<file path="src/rtl/bw_row_sequencer_if.sv">
// Operand/product handshake bundle for the row-serial Baugh-Wooley multiplier.
// The producer of operands and consumer of the product sit on the master side.
interface bw_row_sequencer_if #(parameter int N = 8);
  logic [N-1:0]   a;
  logic [N-1:0]   b;
  logic           in_valid;
  logic           in_ready;
  logic [2*N-1:0] p;
  logic           out_valid;
  logic           out_ready;

  modport master (
    output a, b, in_valid, out_ready,
    input  in_ready, p, out_valid
  );

  modport slave (
    input  a, b, in_valid, out_ready,
    output in_ready, p, out_valid
  );
endinterface

</file>
<file path="src/rtl/bw_row_sequencer.sv">
// Sequential signed NxN Baugh-Wooley multiplier: one partial-product row per clock
// into a 2N-bit accumulator, result presented on a valid/ready output.
//
// state  | meaning
// S_IDLE | waiting for operands, in_ready high
// S_ROW  | adding row r_row of the Baugh-Wooley array into r_acc
// S_DONE | product held on p, out_valid high until out_ready
module bw_row_sequencer #(
  parameter int N = 8
) (
  input logic               i_clk,
  input logic               i_rst,
  bw_row_sequencer_if.slave io_bus
);

  localparam int RW = $clog2(N);
  localparam logic [RW-1:0]  C_LAST     = RW'(N - 1);
  localparam logic [2*N-1:0] C_ONE      = {{(2*N-1){1'b0}}, 1'b1};
  // Baugh-Wooley correction: +2^N and +2^(2N-1) fold the sign terms into NANDs.
  localparam logic [2*N-1:0] C_ACC_INIT = (C_ONE << N) | (C_ONE << (2*N-1));

  typedef enum logic [1:0] {
    S_IDLE = 2'd0,
    S_ROW  = 2'd1,
    S_DONE = 2'd2
  } state_t;

  state_t         r_state;
  state_t         w_state_nxt;
  logic [RW-1:0]  r_row;
  logic [2*N-1:0] r_acc;
  logic [N-1:0]   r_ar;
  logic [N-1:0]   r_br;
  logic [2*N-1:0] r_p;

  logic           w_accept;
  logic           w_last_row;
  logic [N-1:0]   w_row_bits;
  logic [2*N-1:0] w_row_ext;
  logic [2*N-1:0] w_acc_sum;

  assign w_last_row = (r_row == C_LAST);

  // Row cells match the Brown_Box array: NAND where exactly one sign bit is involved.
  always_comb begin
    w_row_bits = '0;
    for (int j = 0; j < N; j++) begin
      if (w_last_row) begin
        if (j == N - 1) w_row_bits[j] = r_ar[j] & r_br[N-1];
        else            w_row_bits[j] = ~(r_ar[j] & r_br[N-1]);
      end else begin
        if (j == N - 1) w_row_bits[j] = ~(r_ar[j] & r_br[r_row]);
        else            w_row_bits[j] = r_ar[j] & r_br[r_row];
      end
    end
  end

  assign w_row_ext = {{N{1'b0}}, w_row_bits};
  assign w_acc_sum = r_acc + (w_row_ext << r_row);

  always_ff @(posedge i_clk or posedge i_rst) begin
    if (i_rst) r_state <= S_IDLE;
    else       r_state <= w_state_nxt;
  end

  always_comb begin
    w_state_nxt = r_state;
    w_accept    = 1'b0;
    case (r_state)
      S_IDLE: begin
        if (io_bus.in_valid) begin
          w_accept    = 1'b1;
          w_state_nxt = S_ROW;
        end
      end
      S_ROW: begin
        if (w_last_row) w_state_nxt = S_DONE;
      end
      S_DONE: begin
        if (io_bus.out_ready) w_state_nxt = S_IDLE;
      end
      default: w_state_nxt = S_IDLE;
    endcase
  end

  always_ff @(posedge i_clk or posedge i_rst) begin
    if (i_rst) begin
      r_row <= '0;
      r_acc <= '0;
      r_ar  <= '0;
      r_br  <= '0;
      r_p   <= '0;
    end else if (w_accept) begin
      r_ar  <= io_bus.a;
      r_br  <= io_bus.b;
      r_acc <= C_ACC_INIT;
      r_row <= '0;
    end else if (r_state == S_ROW) begin
      r_acc <= w_acc_sum;
      r_row <= r_row + 1'b1;
      if (w_last_row) r_p <= w_acc_sum;
    end
  end

  assign io_bus.in_ready  = (r_state == S_IDLE);
  assign io_bus.out_valid = (r_state == S_DONE);
  assign io_bus.p         = r_p;

endmodule
</file>
<file path="src/flat_wrapper.sv">
// flat-port wrapper written by rule: the top's interface ports become plain ports
module bw_row_sequencer_flat 
#(
  parameter int N = 8
)
  (i_clk, i_rst, io_bus_a, io_bus_b, io_bus_in_valid, io_bus_out_ready, io_bus_in_ready, io_bus_p, io_bus_out_valid);
  bw_row_sequencer_if #(.N(N)) io_bus_i ();
  input logic i_clk;
  input logic i_rst;
  input wire logic [$bits(io_bus_i.a)-1:0] io_bus_a;
  input wire logic [$bits(io_bus_i.b)-1:0] io_bus_b;
  input wire logic [$bits(io_bus_i.in_valid)-1:0] io_bus_in_valid;
  input wire logic [$bits(io_bus_i.out_ready)-1:0] io_bus_out_ready;
  output wire logic [$bits(io_bus_i.in_ready)-1:0] io_bus_in_ready;
  output wire logic [$bits(io_bus_i.p)-1:0] io_bus_p;
  output wire logic [$bits(io_bus_i.out_valid)-1:0] io_bus_out_valid;
  assign io_bus_i.a = io_bus_a;
  assign io_bus_i.b = io_bus_b;
  assign io_bus_i.in_valid = io_bus_in_valid;
  assign io_bus_i.out_ready = io_bus_out_ready;
  assign io_bus_in_ready = io_bus_i.in_ready;
  assign io_bus_p = io_bus_i.p;
  assign io_bus_out_valid = io_bus_i.out_valid;
  bw_row_sequencer #(.N(N)) u_core (.i_clk(i_clk), .i_rst(i_rst), .io_bus(io_bus_i));
endmodule
</file>
<file path="config.mk">
export PLATFORM = sky130hd
export DESIGN_NAME = bw_row_sequencer_flat
export DESIGN_NICKNAME = d
export VERILOG_FILES = /design/src/rtl/bw_row_sequencer_if.sv /design/src/rtl/bw_row_sequencer.sv /design/src/flat_wrapper.sv
export SDC_FILE = /design/constraint.sdc
export NUM_CORES = 1
export LEC_CHECK = 0
export ABC_CLOCK_PERIOD_IN_PS = 3300
export BUFFER_PORTS_ARGS = -buffer_cell sky130_fd_sc_hd__buf_2
export CAP_MARGIN = 20
export CORE_UTILIZATION = 53
export DETAILED_ROUTE_END_ITERATION = 6
export PLACE_DENSITY_LB_ADDON = 0.1
export SKIP_LAST_GASP = 1
export SYNTH_ARGS = -nofsm -noshare
export SYNTH_HDL_FRONTEND = slang
export SYNTH_SLANG_ARGS = --single-unit
export TNS_END_PERCENT = 20
</file>
<file path="constraint.sdc">
create_clock -name i_clk -period 3.3 [get_ports i_clk]
set_input_delay 0.66 -clock i_clk [delete_from_list [all_inputs] [get_ports i_clk]]
set_output_delay 0.66 -clock i_clk [all_outputs]
set_load 0.01 [all_outputs]
</file>
# Word level (Yosys, flattened, before mapping)
# Cells that the tools add are included.
# totals
reg_bits,53
output_inout_bits,18
# op_classes
add_sub_neg,2
order_cmp,1
eq_ne,6
n_shift,1
muxes,20
bitwise,25
n_reduce_logical,4
# ops
operator,count
16-bit 2-to-1 mux,2
16-bit adder,1
1-bit AND,16
8-bit by 3-bit left shift with 16-bit output,1
1-bit 2-to-1 mux,11
1-bit NOT,9
2-bit 2-to-1 mux,3
3-bit 2-to-1 mux,2
2-bit case mux with 3 select lines,1
3-bit AND reduction,2
3-bit by 4-bit less-than comparator with 1-bit output (second input constant),1
2-bit != test (second input constant),2
3-bit by 1-bit adder with 3-bit output (second input constant),1
1-bit binary-select mux with 3-bit select,1
3-bit equality test (second input constant),1
2-bit by 1-bit equality test with 1-bit output (second input constant),1
2-bit equality test (second input constant),1
2-bit logical NOT,1
2-bit by 1-bit != test with 1-bit output (second input constant),1
2-bit nonzero test,1

# Depth between registers and ports, before layout
# Gate-level depths: netlist of run 1.
# logic_depth
ltp_word,9
depth_mapped,14
depth_no_buf,12

# Worst setup path before layout of run 1
# No wires, ideal clock.
# synth_timing
kind,register to register
from,reg u_core.r_row[1]
to,reg u_core.r_p[14] (netlist: u_core.io_bus.p[14])
setup_ns,0.095
arrival_time_ns,3.289
path_slack_ns,-0.084
stages_incl_launch_ff,13
n_path_buf,0
period_less_slack_ns,3.384
cell_sequence,dfrtp_1 > ha_1 > ha_1 > or3b_2 > o311ai_0 > o21ai_1 > o21ai_1 > ha_1 > a21o_1 > a221oi_4 > a2111oi_1 > o31a_1 > o31ai_1
# synth_via
elab_chain_len,7
word_cells_on_any_way,23
cone_classes,add/sub (1); eq/ne (1); shift (1); mux (10); bitwise (9); reduce/logical (1)
# synth_lines
element,line,rtl
start: declaration,bw_row_sequencer.sv:30,logic [RW-1:0] r_row;
start signal: assignment,bw_row_sequencer.sv:100,r_row <= r_row + 1'b1;
1-bit binary-select mux with 3-bit select,"bw_row_sequencer.sv:52, bw_row_sequencer.sv:53",
1-bit 2-to-1 mux,-,
1-bit AND,-,
1-bit NOT,bw_row_sequencer.sv:52,if (j == N - 1) w_row_bits[j] = ~(r_ar[j] & r_br[r_row]);
1-bit 2-to-1 mux,bw_row_sequencer.sv:48,if (w_last_row) begin
8-bit by 3-bit left shift with 16-bit output,bw_row_sequencer.sv:59,assign w_acc_sum = r_acc + (w_row_ext << r_row);
16-bit adder,bw_row_sequencer.sv:59,
end signal: assignment,bw_row_sequencer.sv:101,if (w_last_row) r_p <= w_acc_sum;
end: declaration,bw_row_sequencer.sv:34,logic [2*N-1:0] r_p;
# Several ways; a longest one is shown, not always the timed one. The select of a mux whose other input is x is not followed.
# A chain may end at the register's enable or synchronous reset.

# Worst setup path after layout of run 1
# layout_timing
from,reg u_core.r_row[1]
to,reg u_core.r_p[15] (netlist: u_core.io_bus.p[15])
# Same word-level chain as after synthesis.

==> results of run 1 <==
-- worst min path at each step --
| stage | to | depth (start not counted) | slack [ns] |
|---|---|---|---|
| 2_1_floorplan | u_core.r_br[4] | 2 | 0.44 |
| 3_3_place_gp | u_core.io_bus.p[9] | 2 | 0.46 |
| 3_5_place_dp | u_core.r_br[4] | 2 | 0.46 |
| 4_1_cts | u_core.r_br[4] | 2 | 0.49 |
| 5_1_grt | u_core.r_ar[7] | 2 | 0.41 |
| 6_report | u_core.r_ar[7] | 2 | 0.38 |
-- flip-flops by register name (all words and copies together) (netlist names) --
| register | flops |
|---|---|
| u_core.r_row | 3 |
| u_core.io_bus.p | 16 |
| u_core.r_ar | 8 |
| u_core.r_br | 8 |
| u_core.r_state | 2 |
| u_core.r_acc | 16 |
-- synthesized netlist by cell type (3+ instances only) --
library cell	instances	share of area
and3_1	4	0.0072
o31ai_1	8	0.017
mux2i_1	11	0.032
a211oi_1	3	0.0065
nor2_1	12	0.013
nand4_1	3	0.0054
nand2b_1	4	0.0072
mux2_2	3	0.0097
buf_4	3	0.0065
xnor2_1	4	0.010
clkbuf_1	16	0.017
inv_1	9	0.0097
ha_1	18	0.065
a21oi_1	14	0.020
nor3_1	5	0.0072
o31a_1	3	0.0075
nand3_1	14	0.020
xor2_1	5	0.013
nand2_1	89	0.096
o21ai_0	41	0.059
a21o_1	7	0.015
dfrtp_1	53	0.38
-- layer usage --
layer / share of wire / wire length [um]
met1: 0.48 / 3990
met2: 0.45 / 3800
met3: 0.051 / 426
met4: 0.021 / 174
met5: 0 / 0
-- kinds of logic (layout without fill, tap and decap cells) --
logic type,after synthesis,count (layout),synth area share
AND/OR/NAND/NOR,147,147,0.192
AO/OA/AOI/OAI,110,110,0.233
flip-flops,53,53,0.381
multiplexers,17,17,0.0575
buffers and inverters,33,114,0.0438
adder cells (fa/ha/maj),19,19,0.0704
XOR/XNOR,9,9,0.0226
-- worst max-delay path, delay by kind of cell (launching register included) --
kind                     cells  cell delay (ns)
AO/OA/AOI/OAI                6             1.69
flip-flops                   1             0.46
AND/OR/NAND/NOR              2             0.40
buffers and inverters        2             0.31
adder cells (fa/ha/maj)      1             0.28
multiplexers                 1             0.24
-- metrics by stage --
step | instances | hold slack [ns] | setup WS [ns] | TNS (ns) | instance area, um^2
finish | 546 | 0.376 | -0.185 | -1.17 | 4370
detailed placement | 531 | 0.462 | -0.266 | -2.33 | 4080
floorplan | 388 | 0.438 | -0.0294 | -0.0294 | 3500
CTS | 544 | 0.488 | -0.141 | -1.24 | 4310
global route | 546 | 0.415 | -0.318 | -3.81 | 4370
global placement | 531 | 0.456 | -0.149 | -1.23 | 4080
-- power groups by stage --
stage / Combinational (mW) / Sequential (mW) / Clock (mW)
2_1_floorplan: 2.35 / 1.16 / 0
3_3_place_gp: 3.49 / 1.16 / 0
3_5_place_dp: 3.57 / 1.18 / 0
4_1_cts: 3.81 / 1.17 / 0.418
5_1_grt: 4.29 / 1.22 / 0.442
6_report: 3.90 / 1.18 / 0.407
-- layout make-up --
class / instances / area, um^2 / share of cell area
inverters: 10 / 37.5 / 0.00860
repair buffers: 96 / 673 / 0.154
clock buffers: 6 / 82.6 / 0.0189
multi-input cells: 302 / 2130 / 0.488
clock inverters: 2 / 17.5 / 0.00401
flip-flops and latches: 53 / 1330 / 0.304
well taps: 77 / 96.3 / 0.0221
-- repair_timing --
action,CTS,global route
hold buffers,0,0
resized for setup,19,6
endpoints found under the setup margin,16,21
pin swaps,16,6
buffers inserted,6,1
==> reports/metrics.yaml, run 1 <==
status:
  status: "finished, violations left"
  violations: "negative setup slack"
global_routing:
  gr-usage-met3: 0.0368
  top_usage_layer: "met2"
  grt_max_degree: 54
  grt_pass1_vias: 2945
  overflow: 0
  met2_usage: 0.395
  grt_util_met1: 0.378
  antenna_found_initial: 0
  grt_pass1_wl_mm: 14.4
  grt.total_usage: 0.258
clocking:
  cts_root_buf: "clkbuf_8"
  cts_tree: "done"
  cts.clk_slew.worst_paths_ns: 0.10
  clockBufferDepth: 2
  clk_latency_ns: 0.31
  numCtsBuffers: 5
  htree_num_levels: 2
  cts_sinks: 53
sta:
  worst_slack_ns: -0.185
  fmax_ghz: 0.287
  fin_crit_sh: 1.06
  finalHoldViolCount: 0
  skew_ns: 0.00426
  worst_pin_slew_ns: 0.993
  fin_crit_ns: 3.49
  relSlewSlack: 0.336
  slew_viol_final: 0
  rsz0062_at_grt: "yes"
  setup_viol: 13
logic_synthesis:
  avgSynthCellArea_um2: 8.98
  ys_types: 63
  ys_seq_elements: 53
  yosysWarningCount: 0
  synthArstFlopShare: 1.00
  syn_nets: 427
  synthesis.instances: 388
  ys.flop_type: "dfrtp_1"
  seq_area_frac_synth: 0.381
  syn_area_um2: 3480
  synth_edf_count: 0
detailed_routing:
  wirelength_mm: 8.39
  viasPerCell: 5.67
  dr.pass1.iters: 5
  route.vias.total: 3094
  drc: 0
  antenna_left: 0
  dr.first_iter.drc_count: 195
  routedWlPerCell_um: 15.4
final_layout:
  antenna_cells: 0
  layout_common_cells: "nand2_1 (89), buf_4 (54), dfrtp_1 (51)"
  drive_gt1_frac: 0.309
  finalNetCount: 507
  layout_commonest_cell: "nand2_1"
  synthToLayoutAreaGrowth_pct: 25.3
  fill_cells: 499
  final_util: 0.688
critical_path:
  cp_max_fo: 5
  crit_end: "u_core.io_bus.p[15]"
  worst_path_max_delay_cell: "dfrtp_2"
  critPathLaunch: "u_core.r_row[1]"
  r2r-start: "u_core.r_row[1]"
  r2r_end: "u_core.io_bus.p[15]"
  start_kind: "flop"
  crit_type: "reg2reg"
  ff2ff_path_depth: 12
  reg2reg_setup_slack_ns: -0.19
  required_ns: 3.51
  crit_path_end_kind: "flop"
  cp_data_arrival_time_ns: 3.69
  cpPeakStageDelay_ns: 0.46
  cp_cell_sequence: "mux2_2 > o22ai_1 > buf_4 > buf_6 > o41a_1 > nor2_1 > ha_1 > a211oi_2 > o211ai_2 > a2111o_1 > and3_1 > o31a_1"
worst_hold_path:
  hold_class: "in2async"
pwr:
  power_mw: 5.48
  peakVddDrop_mv: 0.825
  p_comb_frac: 0.711
  p_sw_frac: 0.461
  p_leak_nw: 2.11
  p_seq_frac: 0.215
  pwr-share-clk: 0.074
  intPower_mw: 2.95
  p_per_area_nw_per_um2: 1260
  p_switching_mw: 2.53
run:
  maxCapViolCount: 0
floorplanning:
  die-area_um2: 6900
  io_pins: 38
  die_h_um: 83.1
  die_w_um: 83.1
  num_rows: 29
  coreArea_um2: 6350
  initial_core_util: 0.549
placement:
  dp_hpwl_mm: 6.04
  gp_congestion: 0.869
  numPortBuffers: 37
Power figures use the tool's default switching activity.
==> inputs of run 2 (changes only) <==
--- a/config.mk
+++ b/config.mk
@@ -11,6 +11,7 @@
 export CORE_UTILIZATION = 53
 export DETAILED_ROUTE_END_ITERATION = 6
 export PLACE_DENSITY_LB_ADDON = 0.1
+export REMOVE_ABC_BUFFERS = 1
 export SKIP_LAST_GASP = 1
 export SYNTH_ARGS = -nofsm -noshare
 export SYNTH_HDL_FRONTEND = slang
==> reports/metrics.yaml, run 2 (synthesis gave the netlist of run 1 again) <==
critical_path:
  crit_path_end_kind: "flop"
  crit_type: "reg2reg"
  start_kind: "flop"
  cp_max_fo: 5
  cp_data_arrival_time_ns: 3.74
  required_ns: 3.50
clocking:
  cts.clk_slew.worst_paths_ns: 0.10
  htree_num_levels: 2
  clk_latency_ns: 0.31
  numCtsBuffers: 5
  cts_tree: "done"
  cts_root_buf: "clkbuf_8"
  clockBufferDepth: 2
  cts_hold_buf: 0
  cts_sinks: 53
floorplanning:
  die_w_um: 83.1
  io_pins: 38
  die_h_um: 83.1
  num_rows: 29
  coreArea_um2: 6350
  initial_core_util: 0.549
  die-area_um2: 6900
sta:
  fin_crit_sh: 1.07
  rsz0062_at_grt: "yes"
  relSlewSlack: 0.299
  fin_crit_ns: 3.53
  setup_viol: 13
  slew_viol_final: 0
  worst_slack_ns: -0.232
  skew_ns: 0.00785
  fmax_ghz: 0.283
  worst_pin_slew_ns: 1.05
  finalHoldViolCount: 0
  finalSetupTns_ns: -1.46
pwr:
  p_switching_mw: 2.64
  peakVddDrop_mv: 0.674
  p_sw_frac: 0.452
  p_leak_nw: 2.18
  power_mw: 5.83
  pwr-share-clk: 0.065
  p_seq_frac: 0.201
  intPower_mw: 3.20
  p_per_area_nw_per_um2: 1290
  p_comb_frac: 0.734
detailed_routing:
  dr.first_iter.drc_count: 302
  antenna_left: 0
  dr.pass1.iters: 5
  route.vias.total: 3263
  wirelength_mm: 9.01
  routedWlPerCell_um: 16.2
  drc: 0
  viasPerCell: 5.85
placement:
  dp_hpwl_mm: 5.75
  numPortBuffers: 37
  gp_congestion: 0.875
  dpl.cell_count: 529
final_layout:
  final_cells: 558
  layout_commonest_cell: "nand2_1"
  antenna_cells: 0
  drive_gt1_frac: 0.333
  layout_common_cells: "nand2_1 (88), buf_4 (61), dfrtp_1 (52)"
  finalNetCount: 520
  synthToLayoutAreaGrowth_pct: 29.8
  fill_cells: 469
run:
  maxCapViolCount: 0
worst_hold_path:
  hold_class: "in2async"
global_routing:
  overflow: 0
  grt.total_usage: 0.257
  grt_pass1_vias: 3019
  antenna_found_initial: 0
  grt_max_degree: 54
  grt_pass1_wl_mm: 14.5
status:
  violations: "negative setup slack"
  status: "finished, violations left"
run 2: cell count changes in the layout (fill, tap and decap cells not counted), sizes merged:
cell,previous run,this run
buf,96,109
clkinv,2,1
clkbuf,6,7
inv,10,9
run 2: timing repair:
item                       in CTS  in global routing
setup endpoints to repair      17                 20
pin swaps                      23                 14
gates resized for setup        29                 14
gates cloned                    0                  0
buffers inserted               11                  9
run 2: critical path, stage by stage, from the launching register on:
cell	delay (ns)
dfrtp_2	0.42
buf_6	0.11
mux4_2	0.51
nor2_4	0.15
buf_4	0.16
nor3_2	0.05
a22oi_2	0.22
o21ai_1	0.12
ha_1	0.38
o21ai_1	0.30
a21oi_2	0.14
a2111o_1	0.48
and3_1	0.17
o31a_1	0.23
run 2: per-layer routing:
metal,track usage,up-vias,wire length (um)
met1,0.366,1552,4090
li1,-,1584,-
met5,0,-,0
met4,0.0549,0,152
met2,0.422,105,4320
met3,0.0298,22,457
run 2: layout make-up:
cell class | count | area [um^2] | share of cell area
inverter | 10 | 37.5 | 0.00830
tap | 77 | 96.3 | 0.0213
clock buffer | 7 | 86.3 | 0.0191
multi-input combinational | 302 | 2180 | 0.481
timing repair buffer | 109 | 801 | 0.177
sequential | 53 | 1330 | 0.293
run 2: stage by stage:
| stage | util | instance area [um^2] | setup slack [ns] | hold slack (ns) |
|---|---|---|---|---|
| after floorplan | - | 3370 | -0.673 | 0.438 |
| after global placement | 0.634 | 4030 | -0.316 | 0.455 |
| after detailed placement | 0.634 | 4030 | -0.403 | 0.460 |
| after CTS | 0.685 | 4350 | -0.207 | 0.484 |
| after global routing | 0.713 | 4520 | -0.367 | 0.293 |
| final | 0.713 | 4520 | -0.232 | 0.273 |
run 2: worst paths after layout:
| check | from | end | slack (ns) | cells past startpoint |
|---|---|---|---|---|
| worst max-delay path | u_core.r_row[0] | u_core.io_bus.p[15] | -0.23 | 13 |
| worst min-delay path | i_rst | u_core.r_acc[12] | 0.27 | 2 |
| worst max register to register | u_core.r_row[0] | u_core.io_bus.p[15] | -0.23 | 13 |
| worst min register to register | u_core.io_bus.p[4] | u_core.io_bus.p[4] | 0.48 | 2 |
| max in group asynchronous | i_rst | u_core.r_acc[11] | 2.52 | 3 |
| min in group i_clk | u_core.io_bus.p[4] | u_core.io_bus.p[4] | 0.48 | 2 |
run 2: power groups by stage:
stage | sequential, mW | combinational, mW | clock (mW)
after floorplan | 1.21 | 2.17 | 0
after global placement | 1.15 | 3.41 | 0
after detailed placement | 1.16 | 3.47 | 0
after CTS | 1.16 | 3.89 | 0.395
after global routing | 1.20 | 4.68 | 0.408
final | 1.17 | 4.28 | 0.382
==> inputs of run 3 (changes only) <==
--- a/config.mk
+++ b/config.mk
@@ -5,6 +5,7 @@
 export SDC_FILE = /design/constraint.sdc
 export NUM_CORES = 1
 export LEC_CHECK = 0
+export ABC_AREA = 1
 export ABC_CLOCK_PERIOD_IN_PS = 3300
 export BUFFER_PORTS_ARGS = -buffer_cell sky130_fd_sc_hd__buf_2
 export CAP_MARGIN = 20
==> reports/metrics.yaml, run 3 <==
clocking:
  cts_sinks: 53
  cts_root_buf: "clkbuf_8"
  clk_latency_ns: 0.31
  cts_hold_buf: 0
  htree_num_levels: 2
  cts.clk_slew.worst_paths_ns: 0.09
  cts_tree: "done"
  numCtsBuffers: 5
  clockBufferDepth: 2
detailed_routing:
  dr_wl_met3_um: 266
  wl_met1_mm: 3.76
  dr.pass1.iters: 4
  wirelength_mm: 7.57
  drc: 0
  antenna_left: 0
  viasPerCell: 5.18
  dr.first_iter.drc_count: 180
  route.vias.total: 2985
  highest_layer: "met4"
  wl_met2_mm: 3.46
  routedWlPerCell_um: 13.1
global_routing:
  grt_pass1_wl_mm: 13.0
  overflow: 0
  grt_pass1_vias: 2811
  grt_max_degree: 43
  grt.total_usage: 0.253
  antenna_found_initial: 0
sta:
  rsz0062_at_grt: "yes"
  slew_viol_final: 0
  fin_crit_ns: 3.05
  relSlewSlack: 0.410
  finalHoldViolCount: 0
  fmax_ghz: 0.328
  hold_ws_ns: 0.478
  skew_ns: 0.00513
  fin_crit_sh: 0.925
  setup_viol: 0
  worst_pin_slew_ns: 0.884
  finalSetupTns_ns: 0
logic_synthesis:
  synthArstFlopShare: 1.00
  synth_xor_area_frac: 0.0203
  synthTopCellsByArea: "dfrtp_1 (38%), nand2_1 (16%), nand3_1 (6.8%), ha_1 (6.5%), o21ai_0 (5.5%)"
  synth_mux_area_frac: 0
  ys_seq_elements: 53
  synth_adder_area_share: 0.0711
  avgSynthCellArea_um2: 7.45
  ys_types: 34
  synth_top_area_share: 0.385
  synth_top_family_by_area: "simple AND/OR/NAND/NOR gates"
  yosys.area_share.simple: 0.353
  syn_area_um2: 3450
  synth.most_common_cell: "nand2_1"
  synthesis.instances: 463
  yosysWarningCount: 0
  synth_edf_count: 0
  seq_area_frac_synth: 0.385
  ys.flop_type: "dfrtp_1"
  synth-compound-area-share: 0.107
  yosys.area.top_type: "dfrtp_1"
  synth_common_cells: "nand2_1 (147), dfrtp_1 (53), nand3_1 (47)"
floorplanning:
  io_pins: 38
  initial_core_util: 0.546
  coreArea_um2: 6310
  die_w_um: 82.6
  die_h_um: 82.6
  num_rows: 29
  die-area_um2: 6830
placement:
  dpl.cell_count: 569
  numPortBuffers: 37
  gp_congestion: 0.863
  dp_hpwl_mm: 5.60
  placed_area_um2: 3710
final_layout:
  register_area_um2: 1330
  multi_input_area_um2: 1910
  synthToLayoutAreaGrowth_pct: 10.7
  fill_cells: 610
  layout_common_cells: "nand2_1 (147), dfrtp_1 (52), nand3_1 (47)"
  finalNetCount: 538
  antenna_cells: 0
  drive_gt1_frac: 0.176
  layout_commonest_cell: "nand2_1"
  fin_area_um2: 3820
  final_cells: 576
critical_path:
  start_kind: "flop"
  worst_path_most_repeated_cell: "nand2_1"
  cpPeakStageDelay_ns: 0.46
  cp_cell_sequence: "ha_1 > ha_1 > buf_4 > nor2_1 > nand3_2 > nand3_1 > nand2_1 > nand2_1 > nand2_1 > nor2_1 > ha_1 > a21oi_1 > nand2_1 > a21boi_2 > o21ai_1 > or2_1 > nand3_1 > nand2_1"
  cp_max_fo: 18
  crit_path_end_kind: "flop"
  r2r-start: "u_core.r_row[1]"
  crit_type: "reg2reg"
  cp_data_arrival_time_ns: 3.26
  required_ns: 3.50
  critPathLaunch: "u_core.r_row[1]"
  worst_path_max_delay_cell: "dfrtp_2"
status:
  status: "finished, final reports clean"
worst_hold_path:
  hold_class: "reg2reg"
  hp-start: "u_core.io_bus.p[7]"
run:
  maxCapViolCount: 0
[run 3: through the flow]
stage | setup slack, ns | util
after floorplan | 0.227 | -
after global placement | 0.305 | 0.588
after detailed placement | 0.262 | 0.588
after CTS | 0.237 | 0.602
after global routing | 0.000323 | 0.605
final | 0.249 | 0.605
[run 3: kinds of logic (layout without fill, tap and decap cells)]
| logic type | count (synthesis) | after routing |
|---|---|---|
| fa+ha+maj | 19 | 19 |
| xor+xnor | 8 | 8 |
| compound gates | 69 | 69 |
| buf+inv | 53 | 89 |
| flops | 53 | 53 |
| simple gates | 261 | 261 |
[run 3: critical path, delay by kind of cell (launching register included)]
| family | cells | cell delay, ns |
|---|---|---|
| flip-flops | 1 | 0.46 |
| AND/OR/NAND/NOR | 11 | 1.15 |
| adder cells (fa/ha/maj) | 3 | 0.67 |
| AO/OA/AOI/OAI | 3 | 0.48 |
| buffers and inverters | 1 | 0.18 |
[run 3: path summary, 6_finish.rpt]
kind,endpoint,slack (ns),cells after the start
setup reg to reg,u_core.io_bus.p[8],0.25,18
hold reg to reg,u_core.io_bus.p[7],0.48,2
max in group asynchronous,u_core.r_row[1],2.11,3
hold / removal,u_core.io_bus.p[7],0.48,2
min in group asynchronous,u_core.r_state[1],0.53,2
setup / recovery,u_core.io_bus.p[8],0.25,18
[run 3: area by class of cell]
cell class,count,share of cell area
timing repair buffer,46,0.0662
clock buffer,7,0.0226
sequential,53,0.348
inverter,36,0.0367
multi-input combinational,357,0.501
tap,77,0.0252
[run 3: layer usage]
| metal | global-route usage | up-vias |
|---|---|---|
| met2 | 0.430 | 50 |
| met4 | 0.0586 | 0 |
| met5 | 0 | - |
| li1 | - | 1587 |
| met1 | 0.341 | 1341 |
| met3 | 0.0330 | 7 |
[run 3: repair_timing]
| item | in CTS | in global routing |
|---|---|---|
| endpoints found under the hold margin | 0 | 0 |
| gates resized for setup | 0 | 6 |
| setup endpoints to repair | 0 | 8 |
| setup buffers | 0 | 0 |
Power of run 3 is not shown: default switching activity piles up to over one toggle a cycle in this logic, so the estimate is an artifact.
